$ cat src/rtl/fifo_sync_flags.sv
// Single-clock FIFO with arbitrary depth, standard or first-word-fall-through read,
// threshold flags, sticky overflow/underflow and a synchronous flush.
module fifo_sync_flags #(
  parameter int WIDTH     = 8,
  parameter int DEPTH     = 16,
  parameter int AF_THRESH = 12,
  parameter int AE_THRESH = 2,
  parameter int FWFT      = 0,
  parameter int CW        = $clog2(DEPTH + 1)
) (
  input  logic             clk,
  input  logic             rst_n,
  input  logic             flush,
  input  logic             wr_en,
  input  logic [WIDTH-1:0] din,
  input  logic             rd_en,
  output logic [WIDTH-1:0] dout,
  output logic             dout_valid,
  output logic             full,
  output logic             empty,
  output logic             almost_full,
  output logic             almost_empty,
  output logic [CW-1:0]    count,
  output logic             overflow,
  output logic             underflow,
  input  logic             err_clr
);

  localparam int PW = (DEPTH > 2) ? $clog2(DEPTH) : 1;

  if (DEPTH < 2) begin : g_bad_depth
    $error("fifo_sync_flags: DEPTH must be at least 2");
  end
  if (AF_THRESH < 1 || AF_THRESH > DEPTH) begin : g_bad_af
    $error("fifo_sync_flags: AF_THRESH must lie in 1..DEPTH");
  end
  if (AE_THRESH < 0 || AE_THRESH > DEPTH - 1) begin : g_bad_ae
    $error("fifo_sync_flags: AE_THRESH must lie in 0..DEPTH-1");
  end

  logic [WIDTH-1:0] mem_q [DEPTH];
  logic [PW-1:0]    wr_ptr_q, wr_ptr_d, rd_ptr_q, rd_ptr_d;
  logic [CW-1:0]    count_q, count_d;
  logic [WIDTH-1:0] dout_q, dout_d;
  logic             dout_valid_q, dout_valid_d;
  logic             overflow_q, overflow_d, underflow_q, underflow_d;
  logic             full_s, empty_s, wr_acc_s, rd_acc_s, ovf_set_s, udf_set_s;

  assign full_s    = (count_q == CW'(DEPTH));
  assign empty_s   = (count_q == CW'(0));
  // Flush swallows both requests, so they neither move data nor raise error flags.
  assign wr_acc_s  = wr_en & ~full_s & ~flush;
  assign rd_acc_s  = rd_en & ~empty_s & ~flush;
  assign ovf_set_s = wr_en & full_s & ~flush;
  assign udf_set_s = rd_en & empty_s & ~flush;

  // Next-state for pointers, occupancy, registered read data and sticky errors.
  always_comb begin
    wr_ptr_d     = wr_ptr_q;
    rd_ptr_d     = rd_ptr_q;
    count_d      = count_q;
    dout_d       = dout_q;
    dout_valid_d = 1'b0;
    if (flush) begin
      wr_ptr_d = '0;
      rd_ptr_d = '0;
      count_d  = '0;
    end else begin
      if (wr_acc_s) begin
        wr_ptr_d = (wr_ptr_q == PW'(DEPTH - 1)) ? '0 : wr_ptr_q + PW'(1);
      end else begin
        wr_ptr_d = wr_ptr_q;
      end
      if (rd_acc_s) begin
        rd_ptr_d     = (rd_ptr_q == PW'(DEPTH - 1)) ? '0 : rd_ptr_q + PW'(1);
        dout_d       = mem_q[rd_ptr_q];
        dout_valid_d = 1'b1;
      end else begin
        rd_ptr_d = rd_ptr_q;
      end
      case ({wr_acc_s, rd_acc_s})
        2'b10:   count_d = count_q + CW'(1);
        2'b01:   count_d = count_q - CW'(1);
        default: count_d = count_q;
      endcase
    end
    // A new error event outranks a simultaneous clear.
    if (ovf_set_s) begin
      overflow_d = 1'b1;
    end else if (err_clr) begin
      overflow_d = 1'b0;
    end else begin
      overflow_d = overflow_q;
    end
    if (udf_set_s) begin
      underflow_d = 1'b1;
    end else if (err_clr) begin
      underflow_d = 1'b0;
    end else begin
      underflow_d = underflow_q;
    end
  end

  // Control and status registers.
  always_ff @(posedge clk or negedge rst_n) begin
    if (!rst_n) begin
      wr_ptr_q     <= '0;
      rd_ptr_q     <= '0;
      count_q      <= '0;
      dout_q       <= '0;
      dout_valid_q <= 1'b0;
      overflow_q   <= 1'b0;
      underflow_q  <= 1'b0;
    end else begin
      wr_ptr_q     <= wr_ptr_d;
      rd_ptr_q     <= rd_ptr_d;
      count_q      <= count_d;
      dout_q       <= dout_d;
      dout_valid_q <= dout_valid_d;
      overflow_q   <= overflow_d;
      underflow_q  <= underflow_d;
    end
  end

  // Storage array; deliberately left out of reset.
  always_ff @(posedge clk) begin
    if (wr_acc_s) begin
      mem_q[wr_ptr_q] <= din;
    end
  end

  assign dout         = (FWFT != 0) ? mem_q[rd_ptr_q] : dout_q;
  assign dout_valid   = (FWFT != 0) ? ~empty_s : dout_valid_q;
  assign full         = full_s;
  assign empty        = empty_s;
  assign almost_full  = (count_q >= CW'(AF_THRESH));
  assign almost_empty = (count_q <= CW'(AE_THRESH));
  assign count        = count_q;
  assign overflow     = overflow_q;
  assign underflow    = underflow_q;

endmodule
$ cat config.mk
export PLATFORM = sky130hd
export DESIGN_NAME = fifo_sync_flags
export DESIGN_NICKNAME = d
export VERILOG_FILES = /design/src/rtl/fifo_sync_flags.sv
export SDC_FILE = /design/constraint.sdc
export NUM_CORES = 1
export LEC_CHECK = 0
export ABC_AREA = 1
export CAP_MARGIN = 30
export CORE_UTILIZATION = 45
export CTS_CLUSTER_DIAMETER = 200
export CTS_CLUSTER_SIZE = 28
export DETAILED_ROUTE_END_ITERATION = 10
export PLACE_DENSITY = 0.65
export SYNTH_ARGS = -nofsm -noshare
export SYNTH_HDL_FRONTEND = slang
export SYNTH_SLANG_ARGS = --single-unit
$ cat constraint.sdc
create_clock -name clk -period 1.95 [get_ports clk]
set_input_delay 0.4875 -clock clk [delete_from_list [all_inputs] [get_ports clk]]
set_output_delay 0.4875 -clock clk [all_outputs]
set_load 0.1 [all_outputs]
Word level (Yosys, flattened, before mapping). Memory sizes are Yosys's and may differ from the RTL's. A register that Yosys moved wholly into a read port is not among the register bits. Index checks and enable logic that the tools add are counted.

Bits in writable memories: 128. Register bits: 16. Memories: 1. Logic and storage cells: 52. Bits of input ports: 14.

Magnitude comparators: 2. Bitwise operators: 11. Muxes and demuxes: 15. Reduce and logical (&&, ||, !) cells: 8. Add/sub/neg operators: 4. Equal/unequal tests: 5.

Memory list: mem_q (words 16, width 8, rd ports 1, clocked after memory_dff 1, write ports 1, line 41) `logic [WIDTH-1:0] mem_q [DEPTH];`.

Operator list (number): $mux W4 (6); $pmux W5 S2 (1); $add A4 B1 Y4 const B (2); $and A1 B1 Y1 (8); $eq A4 B4 Y1 const B (2); $reduce_bool A2 Y1 (4); $mux W1 (7); $add A5 B1 Y5 const B (1); $eq A5 B5 Y1 const B (1); $ge A5 B4 Y1 const B (1); $le A5 B2 Y1 const B (1); $logic_not A5 Y1 (1); $mux W5 (1); $sub A5 B1 Y5 const B (1); $not A1 Y1 (3); $reduce_bool A3 Y1 (1); $eq A2 B1 Y1 const B (1); $eq A2 B2 Y1 const B (1); $reduce_and A2 Y1 (1); $logic_not A1 Y1 (1).

Logic depth before layout (Yosys ltp). Gate-level depths: netlist of run 1.

Depth after elaboration: 7. Depth in mapped cells: 16. Mapped depth without buffers: 16.

Worst setup path after synthesis of run 1. OpenSTA, ideal clock, no wires.

Path type: register -> output. From: register count_q[2] (netlist: count[2]). To: output port almost_empty. Buffers on the path: 0. Required time: 1462 ps. Cell stages (with the launch flop): 3. Data arrival time: 1884 ps. Slack: -421 ps. Cells stage by stage: dfrtp_1 > nor2_2 > and3_1.

Word-level cells in the longest chain between the ends: 1.

Ends and longest elaborated chain: from (decl) (line 43) `logic [CW-1:0] count_q, count_d;`; from (signal assigned) (line 117) `count_q <= count_d;`; $le A5 B2 Y1 (line 137) `assign almost_empty = (count_q <= CW'(AE_THRESH));`; to (decl) (line 22) `output logic almost_empty,`.

Every way passes these cells.

Worst setup path after layout of run 1.
From: register count_q[3] (netlist: count[3]). To: output port empty.

Word-level cells in the longest chain between the ends: 1.

Ends and longest elaborated chain: $logic_not A5 Y1 (line 50) `assign empty_s = (count_q == CW'(0));`; to (decl) (line 20) `output logic empty,`.

Every way passes these cells.

==> run_results.csv, run 1 <==
group,metric,value,unit
worst_setup_path,reg2reg_depth,14,
status,violations,"negative setup slack",
timing,hold_viol,0,
cells_and_area,area_delta_synth_final,26.9,%
timing,slew_headroom,54.7,%
global_route,first_global_vias,4359,
yosys,synth.avg_cell_area,12.4,µm²
global_route,global_route.usage.met2,36.7,%
cells_and_area,fin_area,8030,µm²
power,p_leak,2.89,nW
die,dieArea,14500,µm²
cells_and_area,drive_above_1_share,23.1,%
cts,cts_made_buffers,17,
cts,cts.sinks,152,
die,dieHeight,121,µm
route,via_per_inst,5.48,
cts,ctsHoldBuffers,0,
route,drtAntennaViolNets,0,
yosys,ys_seq_area_share,70.3,%
global_route,grt_pass1_wl,24200,µm
route,drc,0,
worst_setup_path,worst-setup-path-type,"register to output pin",
global_route,antenna_found_initial,0,
die,start_util,47.0,%
yosys,synthTopCellsByArea,"edfxtp_1 (61%), dfrtp_1 (9.5%), nor2_1 (5.4%)",
yosys,yosysTopAreaCellShare,60.8,%
flow_run,cap_viol_max_count,0,
power,power_frac_seq,33.4,%
power,powerDensity,1490,nW/µm²
worst_setup_path,r2r_start,"count[3]",
cts,clock_latency,410,ps
cts,clk_pin_slew,60,ps
power,switching_share,39.5,%
cts,cts_tree,"built",
placed_design,place_hpwl,9930,µm
global_route,grtUsageMet3,4.81,%
worst_setup_path,startpoint,"count[3]",
power,power_frac_clock,25.1,%
global_route,grt_start_max_net_pins,39,
worst_setup_path,endpoint_kind,"output pin",
route,num_vias,4290,
yosys,yosysWarnings,0,
power,switching_power,4.73,mW
timing,fmax,0.497,GHz
worst_setup_path,required,1460,ps
die,die_w,121,µm
timing,hold_ws,461,ps
timing,fin_crit_sh,103,%
power,vdd_ir_drop_max,1050,µV
yosys,synth_top_area_cell,"edfxtp_1",
global_route,grtUsageTotal,22.5,%
route,totalWireLength,15200,µm
status,status,"finished, violations left",
power,combPwrFrac,41.5,%
timing,layout_setup_ws,-60.7,ps
yosys,yosysUniqueCellTypes,31,
timing,worst_slew_pin_slew,677,ps
power,total_power,12.0,mW
die,ios,34,
cells_and_area,diodes,0,
worst_setup_path,reg2reg_slack,80,ps
yosys,synth_nets,532,
timing,slew_violations,0,
worst_setup_path,timing.rr.end,"count[4]",
yosys,syn_inst,511,
cells_and_area,fin_nets,615,
global_route,met1_usage,30.8,%
timing,finalCriticalPeriod,2010,ps
placed_design,io_buffers,33,
yosys,synth-seq-cells,152,
power,p_int,7.23,mW
global_route,grt.busiest_layer,"met2",
hold_path,hold_class,"input port to async pin",
timing,worst_clock_skew,7.25,ps
timing,setup_violations,3,
route,drtIter0Drc,477,
timing,rsz0062_at_grt,"true",
worst_setup_path,cpMaxStageDelayCell,"dfrtp_4",
worst_setup_path,crit_fanout,3,
cells_and_area,instances_no_fill,783,
global_route,globalRouteOverflowTotal,0,
route,wl_per_cell,19.4,µm
placed_design,place_ws,-376,ps
die,placementRows,42,
worst_setup_path,setup.worst_path.start_class,"register",
worst_setup_path,cp.arrival,1520,ps
die,core,13500,µm²
route,first_pass_iters,5,
cts,htreeDepth,4,
yosys,synth_area,6330,µm²
placed_design,place_congestion,0.781,
worst_setup_path,max_stage_delay,500,ps
worst_setup_path,crit_chain,"nor2_4 -> nand3_4 -> clkinvlp_4 -> buf_12",
placed_design,placed_cell_area,7410,µm²
cts,clk_path_buf_depth,2,
placed_design,placed_cells,744,
cts,root_buffer,"clkbuf_16",
-- registers in the layout, summed over array words and instances (netlist names) --
register and cells:
count 5, dout 8, dout_valid 1, mem_q 128, overflow 1, rd_ptr_q 4, underflow 1, wr_ptr_q 4
-- worst max path at each step --
stage | endpoint | slack (ps) | depth (start not counted)
floorplan | count[4] | -10 | 14
global placement | mem_q[12][7] | -280 | 8
detailed placement | count[2] | -380 | 14
CTS | empty | -70 | 4
global route | empty | -110 | 4
finish | empty | -60 | 4
-- power groups by stage --
stage                     Clock (mW)  Sequential (mW)  Combinational, mW
final                           3.01             3.99               4.96
after global routing            3.17             4.02               5.26
after CTS                       3.03             3.99               4.93
after detailed placement           0             4.10               4.77
after global placement             0             4.09               4.71
after floorplan                    0             5.03               2.11
-- cell families (layout without fill, tap and decap cells) --
family | Yosys count | after routing | synth area share [%]
adder cells (fa/ha/maj) | 7 | 7 | 1.38
flip-flops | 152 | 152 | 70.3
XOR/XNOR | 5 | 5 | 0.692
AO/OA/AOI/OAI | 133 | 133 | 12.6
buffers and inverters | 56 | 152 | 4.33
AND/OR/NAND/NOR | 158 | 158 | 10.7
-- per-stage QoR --
stage | TNS (ps) | utilization (%)
global route | -315 | 59.7
global placement | -31570 | 55.1
floorplan | -10.1 | -
detailed placement | -38730 | 55.1
CTS | -164 | 59.5
finish | -142 | 59.7
-- cells in the mapped netlist --
library cell  count
a21oi_1           1
a31oi_1           9
and3_1            1
buf_2            10
buf_4             1
buf_6             6
clkbuf_1         10
clkinv_1          1
dfrtp_1          24
edfxtp_1        128
ha_1              7
inv_1            26
inv_2             1
inv_4             1
nand2_1          34
nand2_2           4
nand2_4           3
nand3_1          14
nand3_2           3
nand4_1           1
nor2_1           91
nor2_2            2
nor3_1            5
o211ai_1         12
o21ai_0          68
o21ai_1          12
o21ai_2           1
o221ai_1         20
o22ai_1          10
xnor2_1           1
xor2_1            4
-- critical path: cells and delay by family, from the launching register on --
kind / cells / cell delay, ps
buf+inv: 2 / 290
flops: 1 / 500
simple gates: 2 / 310
-- cells in the final DEF, fill, tap and decap left out, types with 12 or more instances in the layout --
cell	instances
buf_12	23
buf_4	54
clkbuf_16	17
clkdlybuf4s50_1	13
dfrtp_1	18
edfxtp_1	128
inv_1	23
nand2_1	32
nand3_1	13
nor2_1	89
o211ai_1	12
o21ai_0	67
o21ai_1	13
o221ai_1	20
-- timing repair --
item / in CTS / in global routing
pin swaps: 3 / 7
buffers inserted: 5 / 2
endpoints found under the setup margin: 3 / 44
endpoints found under the hold margin: 0 / 0
resized for setup: 4 / 5
-- routing by layer --
layer  part of all wire, %  wire length, µm
met1                    44             6680
met4                   1.0              159
met5                     0                0
met3                   5.2              796
met2                    50             7560
-- final cells by class --
type | count | area (µm²)
clock buffer | 20 | 437
clock inverter | 12 | 105
fill | 1092 | 5420
inverter | 29 | 119
multi-input combinational | 303 | 1680
sequential | 152 | 4460
tap | 176 | 220
timing repair buffer | 91 | 1010
Power figures use the tool's default switching activity.
==> run 2, diff against run 1 <==
- MAX_ROUTING_LAYER: unset -> met4
==> run_results.csv, run 2 (synthesized netlist as in run 1, its figures left out) <==
group,metric,value,unit
status,status,"finished, violations left",
status,violations,"negative setup slack",
timing,layout_setup_ws,-65.7,ps
worst_setup_path,required,2240,ps
timing,setup_violations,4,
route,num_vias,4342,
cells_and_area,drive_above_1_share,24.2,%
cells_and_area,area_delta_synth_final,29.2,%
die,core,13500,µm²
timing,worst_clock_skew,10.8,ps
die,placementRows,42,
timing,hold_viol,0,
global_route,first_global_vias,4248,
cts,htreeDepth,4,
die,start_util,47.0,%
timing,fin_crit_sh,103,%
placed_design,placed_cell_area,7410,µm²
die,ios,34,
cts,clock_latency,410,ps
worst_setup_path,worst-setup-path-type,"register to register",
power,powerDensity,1540,nW/µm²
route,drtIter0Drc,432,
timing,finalCriticalPeriod,2020,ps
worst_setup_path,cp.arrival,2310,ps
die,dieArea,14500,µm²
cells_and_area,fin_area,8170,µm²
cells_and_area,diodes,0,
power,vdd_ir_drop_max,1150,µV
timing,rsz0062_at_grt,"true",
route,drtAntennaViolNets,0,
global_route,grt_start_max_net_pins,38,
timing,hold_ws,469,ps
placed_design,place_hpwl,9730,µm
route,via_per_inst,5.52,
worst_setup_path,reg2reg_depth,15,
placed_design,io_buffers,33,
die,die_w,121,µm
cts,cts_made_buffers,17,
route,drc,0,
global_route,globalRouteOverflowTotal,0,
timing,worst_slew_pin_slew,395,ps
timing,slew_headroom,73.6,%
route,first_pass_iters,5,
flow_run,cap_viol_max_count,0,
global_route,antenna_found_initial,0,
timing,slew_violations,0,
worst_setup_path,crit_fanout,4,
cts,root_buffer,"clkbuf_16",
worst_setup_path,endpoint_kind,"register",
cells_and_area,instances_no_fill,787,
route,totalWireLength,14900,µm
worst_setup_path,setup.worst_path.start_class,"register",
placed_design,place_congestion,0.802,
cells_and_area,final_cell_mix,"edfxtp_1 (128), nor2_1 (90), o21ai_0 (67)",
power,p_leak,2.96,nW
cts,cts_tree,"built",
cts,clk_pin_slew,60,ps
timing,setup_tns,-151,ps
die,dieHeight,121,µm
route,wl_per_cell,19.0,µm
hold_path,hold_class,"input port to async pin",
cts,ctsHoldBuffers,0,
cts,clk_path_buf_depth,2,
global_route,grtUsageTotal,22.8,%
placed_design,placed_cells,746,
cells_and_area,fin_nets,620,
global_route,grt_pass1_wl,23600,µm
cts,cts.sinks,152,
cells_and_area,largest_reg_flops,128,
cells_and_area,regMostFlops,"mem_q",
cells_and_area,final_common_cell,"edfxtp_1",
timing,fmax,0.496,GHz
==> run 2: cell types whose count changed in the layout (fill, tap and decap cells not counted), moves of 2 or more <==
cell,delta
inv_1,-2
clkbuf_1,-3
buf_4,+4
bufinv_16,+4
clkinv_2,-2
buf_6,+2
clkinv_1,+2
inv_2,+2
==> run 2: worst max-delay path, stage by stage, from the launching register on <==
cell and delay (ps):
dfrtp_4 510, nor2_4 180, nand3_4 110, buf_6 130
nand2_4 60, inv_4 50, nand2_4 80, inv_2 50
ha_4 270, nand4_1 100, nand2_1 90, inv_1 50
nand2_1 50, nand2_1 50, nand3_1 80, nand2_1 50
==> run 2: cell type report <==
class	instances	area (µm²)
sequential	152	4460
fill	1071	5280
timing repair buffer	96	1040
multi-input combinational	303	1700
tap	176	220
clock buffer	17	425
inverter	29	119
clock inverter	14	206
==> run 2: final timing paths <==
check,from,end,slack [ps]
worst max register to register,count[1],count[4],-70
worst max-delay path,count[1],count[4],-70
worst min register to register,overflow,overflow,570
min in group clk,overflow,overflow,570
worst min-delay path,rst_n,count[0],470
max in group asynchronous,rst_n,count[4],1180
==> run 2: routing by layer <==
metal / track usage [%] / vias to the layer above / part of all wire (%)
met1: 31.0 / 2130 / 44
li1: - / 2037 / -
met2: 35.1 / 156 / 48
met4: 6.71 / 0 / 1.4
met3: 4.34 / 19 / 6.4
met5: - / - / 0
==> run 2: timing repair <==
item	CTS	global route
setup buffers	5	5
endpoints found under the setup margin	3	61
pin swaps	6	13
endpoints found under the hold margin	0	0
gates resized for setup	4	12
==> run 2: report_power, final <==
part	switching, mW	leakage (nW)	internal (mW)	total [mW]
Clock	1.22	0.296	2.25	3.47
Combinational	3.26	1.21	1.81	5.07
Sequential	0.255	1.45	3.77	4.02
==> run 2: per-stage QoR <==
stage	total power [mW]	setup slack, ps	util [%]
5_1_grt	13.1	-145	60.8
4_1_cts	12.5	-74.5	60.1
2_1_floorplan	7.14	-10.1	-
6_report	12.6	-65.7	60.8
3_3_place_gp	8.79	-278	55.1
3_5_place_dp	8.85	-348	55.1
